<file path="src/rtl/div_radix2_if.sv">
// Request/result bundle between the EX stage and the iterative divider.
// state_dbg mirrors the divider FSM state (0 IDLE, 1 DIV, 2 DONE) for observation.
interface div_radix2_if;
    logic        flush;
    logic        start;
    logic        signed_div;
    logic [31:0] a;
    logic [31:0] b;
    logic        stall_div;
    logic        done;
    logic [63:0] result;
    logic [1:0]  state_dbg;

    modport master (
        output flush, start, signed_div, a, b,
        input  stall_div, done, result, state_dbg
    );

    modport slave (
        input  flush, start, signed_div, a, b,
        output stall_div, done, result, state_dbg
    );
endinterface

</file>
<file path="src/rtl/div_radix2.sv">
// Iterative radix-2 restoring DIV/DIVU unit for the EX stage; result = {remainder, quotient}.
// Optional macro DIV_ZERO_FAST_EN: a zero divisor skips iteration and finishes in one cycle.
module div_radix2 (
    input  logic         clk,
    input  logic         resetn,
    div_radix2_if.slave  bus
);
    // Handshake: start is accepted only in IDLE when flush is low; done pulses
    // for one cycle on entry to DONE, and result holds until the next completion.
    typedef enum logic [1:0] {
        S_IDLE = 2'd0,
        S_DIV  = 2'd1,
        S_DONE = 2'd2
    } state_t;

    state_t      state, state_nx;
    logic [5:0]  cnt;
    logic [32:0] rem;
    logic [31:0] dvd;
    logic [31:0] dvs;
    logic        sign_q, sign_r;
    logic [63:0] result_q;
    logic        done_q;

    logic        sa, sb;
    logic [31:0] a_mag, b_mag;
    logic [33:0] trial;
    logic        ge;
    logic [32:0] rem_nx;
    logic [31:0] quo_nx;
    logic        accept;

    assign accept = bus.start && !bus.flush;
    assign sa     = bus.signed_div && bus.a[31];
    assign sb     = bus.signed_div && bus.b[31];
    assign a_mag  = sa ? (32'd0 - bus.a) : bus.a;
    assign b_mag  = sb ? (32'd0 - bus.b) : bus.b;

    always_comb begin
        trial  = {rem, dvd[31]};
        ge     = (trial >= {2'b00, dvs});
        rem_nx = ge ? 33'(trial - {2'b00, dvs}) : trial[32:0];
        quo_nx = {dvd[30:0], ge};
    end

    always_comb begin
        state_nx      = state;
        bus.stall_div = 1'b0;
        case (state)
            S_IDLE: begin
                if (accept) begin
                    bus.stall_div = 1'b1;
`ifdef DIV_ZERO_FAST_EN
                    state_nx = (bus.b == 32'd0) ? S_DONE : S_DIV;
`else
                    state_nx = S_DIV;
`endif
                end
            end
            S_DIV: begin
                bus.stall_div = 1'b1;
                if (bus.flush)
                    state_nx = S_IDLE;
                else if (cnt == 6'd31)
                    state_nx = S_DONE;
            end
            S_DONE:  state_nx = S_IDLE;
            default: state_nx = S_IDLE;
        endcase
    end

    always_ff @(posedge clk) begin
        if (!resetn) begin
            state    <= S_IDLE;
            cnt      <= 6'd0;
            rem      <= 33'd0;
            dvd      <= 32'd0;
            dvs      <= 32'd0;
            sign_q   <= 1'b0;
            sign_r   <= 1'b0;
            result_q <= 64'd0;
            done_q   <= 1'b0;
        end else begin
            state  <= state_nx;
            done_q <= 1'b0;
            case (state)
                S_IDLE: begin
                    if (accept) begin
                        cnt    <= 6'd0;
                        rem    <= 33'd0;
                        dvd    <= a_mag;
                        dvs    <= b_mag;
                        sign_q <= sa ^ sb;
                        sign_r <= sa;
`ifdef DIV_ZERO_FAST_EN
                        if (bus.b == 32'd0) begin
                            result_q <= {bus.a, 32'hFFFF_FFFF};
                            done_q   <= 1'b1;
                        end
`endif
                    end
                end
                S_DIV: begin
                    if (!bus.flush) begin
                        rem <= rem_nx;
                        dvd <= quo_nx;
                        cnt <= cnt + 6'd1;
                        // Sign fixup happens on the final step so result is valid in DONE.
                        if (cnt == 6'd31) begin
                            result_q <= {sign_r ? (32'd0 - rem_nx[31:0]) : rem_nx[31:0],
                                         sign_q ? (32'd0 - quo_nx)       : quo_nx};
                            done_q   <= 1'b1;
                        end
                    end
                end
                default: ;
            endcase
        end
    end

    assign bus.done      = done_q;
    assign bus.result    = result_q;
    assign bus.state_dbg = state;
endmodule

</file>
<file path="src/flat_wrapper.sv">
// flat-port wrapper written by rule: the top's interface ports become plain ports
module div_radix2_flat 
  (clk, resetn, bus_flush, bus_start, bus_signed_div, bus_a, bus_b, bus_stall_div, bus_done, bus_result, bus_state_dbg);
  div_radix2_if bus_i ();
  input  logic clk;
  input  logic resetn;
  input wire logic [$bits(bus_i.flush)-1:0] bus_flush;
  input wire logic [$bits(bus_i.start)-1:0] bus_start;
  input wire logic [$bits(bus_i.signed_div)-1:0] bus_signed_div;
  input wire logic [$bits(bus_i.a)-1:0] bus_a;
  input wire logic [$bits(bus_i.b)-1:0] bus_b;
  output wire logic [$bits(bus_i.stall_div)-1:0] bus_stall_div;
  output wire logic [$bits(bus_i.done)-1:0] bus_done;
  output wire logic [$bits(bus_i.result)-1:0] bus_result;
  output wire logic [$bits(bus_i.state_dbg)-1:0] bus_state_dbg;
  assign bus_i.flush = bus_flush;
  assign bus_i.start = bus_start;
  assign bus_i.signed_div = bus_signed_div;
  assign bus_i.a = bus_a;
  assign bus_i.b = bus_b;
  assign bus_stall_div = bus_i.stall_div;
  assign bus_done = bus_i.done;
  assign bus_result = bus_i.result;
  assign bus_state_dbg = bus_i.state_dbg;
  div_radix2 u_core (.clk(clk), .resetn(resetn), .bus(bus_i));
endmodule
</file>
<file path="config.mk">
export PLATFORM = sky130hd
export DESIGN_NAME = div_radix2_flat
export DESIGN_NICKNAME = d
export VERILOG_FILES = /design/src/rtl/div_radix2_if.sv /design/src/rtl/div_radix2.sv /design/src/flat_wrapper.sv
export SDC_FILE = /design/constraint.sdc
export NUM_CORES = 1
export LEC_CHECK = 0
export ABC_CLOCK_PERIOD_IN_PS = 6600
export BUFFER_PORTS_ARGS = -buffer_cell sky130_fd_sc_hd__buf_4
export CORE_MARGIN = 8
export CORE_UTILIZATION = 60
export CTS_BUF_LIST = sky130_fd_sc_hd__clkbuf_8
export CTS_CLUSTER_DIAMETER = 120
export DETAILED_ROUTE_END_ITERATION = 8
export PLACE_DENSITY_LB_ADDON = 0.3
export SETUP_SLACK_MARGIN = 0.15
export SYNTH_ARGS = -nofsm -noshare
export SYNTH_HDL_FRONTEND = slang
export SYNTH_SLANG_ARGS = --single-unit
</file>
<file path="constraint.sdc">
create_clock -name clk -period 6.6 [get_ports clk]
set_clock_uncertainty 0.05 [all_clocks]
set_input_delay 0 -clock clk [delete_from_list [all_inputs] [get_ports clk]]
set_output_delay 0 -clock clk [all_outputs]
set_load 0.02 [all_outputs]
</file>
==> impl_metrics.json <==
{
  "grtUsageTotal_pct": 31.5,
  "synth-adder-area-share_pct": 4.10,
  "synth_compound_area_share_pct": 27.4,
  "grt_first_pass_wirelength_mm": 62.0,
  "layout_min_cycle_time_ps": 5350,
  "min_period_over_period_pct": 81.1,
  "diodes": 0,
  "final_core_util_pct": 72.5,
  "final_antenna_net_count": 0,
  "min_from": "bus_a[6]",
  "hold_viol_final": 0,
  "max-vdd-ir-drop_mv": 0.172,
  "grt_pass1_vias": 12000,
  "cts_tree": "done",
  "cp_slowest_stage_delay_ps": 670,
  "rsz0062_at_grt": "false",
  "yosys_warnings": 0,
  "synth_edf_count": 0,
  "hold_depth": 5,
  "synthArstFlopShare_pct": 0,
  "drt_iter0_drc": 1015,
  "power.switching_w": 0.000982,
  "rows": 51,
  "ys_ff_latch": 172,
  "hold_end": "u_core.dvd[6]",
  "clkLatencyLatePin_ps": 490,
  "hpwlAfterDp_mm": 28.1,
  "ys_types": 78,
  "whs_ps": 36.4,
  "clkPwrFrac_pct": 30.6,
  "seq_area_frac_synth_pct": 29.2,
  "synthSimpleGateAreaFrac_pct": 23.9,
  "yosys.area.top_type": "dfxtp_1",
  "setup_tns_ps": 0,
  "drt_pass1_iterations": 6,
  "p_leak_nw": 5.56,
  "fp.coreArea_sq_um": 19300,
  "r2r_end": "u_core.bus.result[48]",
  "cts.htree.levels": 4,
  "initial_utilization_pct": 60.9,
  "cts.clk_slew.worst_paths_ps": 110,
  "numCtsBuffers": 17,
  "cp_max_fo": 5,
  "yosys-top-cells-area": "dfxtp_1 (29%), nor2_1 (7.7%), a21oi_1 (6.5%)",
  "cpMaxStageDelayCell": "a2111oi_0",
  "area_growth_pct": 19.0,
  "synth_mux_area_share_pct": 2.19,
  "reg2reg_from": "u_core.dvd[31]",
  "top_level_ports": 137,
  "rr_worst_depth": 18,
  "p_int_w": 0.00168,
  "pwr_density_cell_nw_per_um2": 190,
  "port_buffers": 136,
  "setup_viol": 0,
  "antenna_found_initial": 1,
  "crit_type": "flip-flop to flip-flop",
  "r2r_slack_ps": 1250,
  "switching_share_pct": 36.9,
  "crit_chain": "inv_1 > ha_1 > inv_1 > fa_1 > a21o_1 > a221o_1 > a32oi_2 > a21bo_4 > nand3_4 > mux2i_1 > ha_1 > or4bb_1 > or3_1 > or3_1 > a2111oi_0 > nor3_1 > nand3b_1 > a21oi_1",
  "syn_area_per_cell_sq_um": 7.41,
  "drv_slew": 0,
  "arrival_ps": 5710,
  "cts_sinks": 172,
  "die_h_microns": 156,
  "cts_max_path_buffers": 2,
  "synth_top_area_share_pct": 29.2,
  "hp-class": "input port to flip-flop",
  "slew_headroom_pct": 32.6,
  "combPwrFrac_pct": 27.9,
  "fmax_ghz": 0.187,
  "synth_nets": 1695,
  "synth_top_family_by_area": "compound AO/OA/AOI/OAI gates",
  "path_buf_inv": 2,
  "routedWlPerCell_microns": 19.4,
  "die-area_sq_um": 24400,
  "gp_congestion": 0.936,
  "drc": 0,
  "synth_ff_type": "dfxtp_1",
  "syn-cell-area_sq_um": 11800,
  "die_x_microns": 156,
  "clock-root-buffer": "clkbuf_8",
  "crit_path_start_kind": "flip-flop",
  "vias_per_cell": 6.37,
  "yosys.area_share.xor_xnor_pct": 8.11,
  "status": "complete, no violations",
  "fin_ws_ps": 1250,
  "p_seq_share_pct": 41.5,
  "post_cts_buffers": 0,
  "grt_overflow": 0,
  "tightest_slew_ps": 1010,
  "maxCapViolCount": 0,
  "synthCells": 1588,
  "required_ps": 6960,
  "synth_common_cells": "nor2_1 (240), dfxtp_1 (172), a21oi_1 (152)",
  "drive_gt1_share_pct": 12.2,
  "vias": 12800,
  "nets": 1837,
  "synth.most_common_cell": "nor2_1",
  "routed_wl_mm": 39.0,
  "crit_path_end_kind": "flip-flop",
  "pre_cts_slack_ps": 1370,
  "grt_start_max_net_pins": 96,
  "cp_top_family": "compound AO/OA/AOI/OAI gates"
}
cell families (layout without fill, tap and decap cells):
logic type / count (synthesis) / after routing
simple gates: 605 / 605
mux: 25 / 25
compound gates: 485 / 485
flops: 172 / 172
fa+ha+maj: 38 / 38
buf+inv: 154 / 309
xor+xnor: 109 / 109
layer usage:
| metal | vias up | track usage [%] | part of all wire [%] |
|---|---|---|---|
| met5 | - | 0 | 0.033 |
| met4 | 2 | 17.3 | 5.4 |
| met3 | 145 | 5.76 | 7.7 |
| met2 | 615 | 53.0 | 47 |
| met1 | 5955 | 37.4 | 39 |
| li1 | 6074 | - | - |
placed cells by master (no fill, tap or decap), drive strengths merged, types with 7 or more instances in the layout:
cell and count:
dlygate4sd3 74, nand2 145, o31ai 25, ha 37, o21ai 68, and3 17, nand3 35, o41ai 12
or4 10, a32oi 7, nand2b 13, nor4 28, mux2i 19, inv 62, nand4 18, xnor2 56
or3 25, a22oi 18, a31oi 20, o211ai 17, or2 7, nor2 240, xor2 53, nor3 35
a21oi 152, and2 9, a311oi 10, a21o 15, buf 148, dfxtp 172, clkbuf 17, a211oi 84
final cells by class:
| class | count | area [sq um] |
|---|---|---|
| Multi-Input combinational cell | 1262 | 7750 |
| Fill cell | 1572 | 5320 |
| Sequential cell | 172 | 3440 |
| Timing Repair Buffer | 222 | 1850 |
| Tap cell | 265 | 332 |
| Clock buffer | 17 | 234 |
| Inverter | 55 | 209 |
| Clock inverter | 15 | 193 |
state kept, by name, summed over array words and instances, names as in the netlist:
name / count
u_core.sign_q: 1
u_core.bus.state_dbg: 2
u_core.rem: 33
u_core.sign_r: 1
u_core.bus.result: 64
u_core.bus.done: 1
u_core.dvd: 32
u_core.cnt: 6
u_core.dvs: 32
metrics by stage:
step	power [W]	instance area, sq um	instances
2_1_floorplan	0.00161	11800	1588
3_3_place_gp	0.00179	12800	1902
3_5_place_dp	0.00180	12800	1902
4_1_cts	0.00264	14000	2008
5_1_grt	0.00278	14000	2008
6_report	0.00266	14000	2008
worst reg2reg max path: cells and delay by family (launching register included):
kind	cells	cell delay, ps
DFF	1	350
AOI/OAI and AO/OA	6	1960
buffers and inverters	2	110
and+or+nand+nor	6	1700
adders and majority gates	3	850
muxes	1	270
power by group through the flow:
stage               logic [W]  registers, W  clock network [W]
floorplan            0.000494       0.00111                  0
global placement     0.000668       0.00112                  0
detailed placement   0.000679       0.00113                  0
CTS                  0.000719       0.00110           0.000820
global route         0.000805       0.00111           0.000866
finish               0.000742       0.00110           0.000813
how the worst max path moves through the flow:
stage	from	endpoint	slack, ps	depth (start not counted)
3_5_place_dp	u_core.dvd[31]	u_core.bus.result[62]	1370	18
4_1_cts	u_core.dvd[31]	u_core.bus.result[48]	1310	18
6_report	u_core.dvd[31]	u_core.bus.result[48]	1250	18
3_3_place_gp	u_core.dvd[31]	u_core.bus.result[62]	1500	18
2_1_floorplan	u_core.dvd[31]	u_core.bus.result[62]	1220	21
5_1_grt	u_core.dvd[31]	u_core.bus.result[48]	880	18
timing repair:
action / in CTS / in global routing
hold buffers: 74 / 0
gates resized for setup: 0 / 0
setup endpoints to repair: 0 / 0
endpoints found under the hold margin: 81 / 0
(Power assumes the default switching activity.)
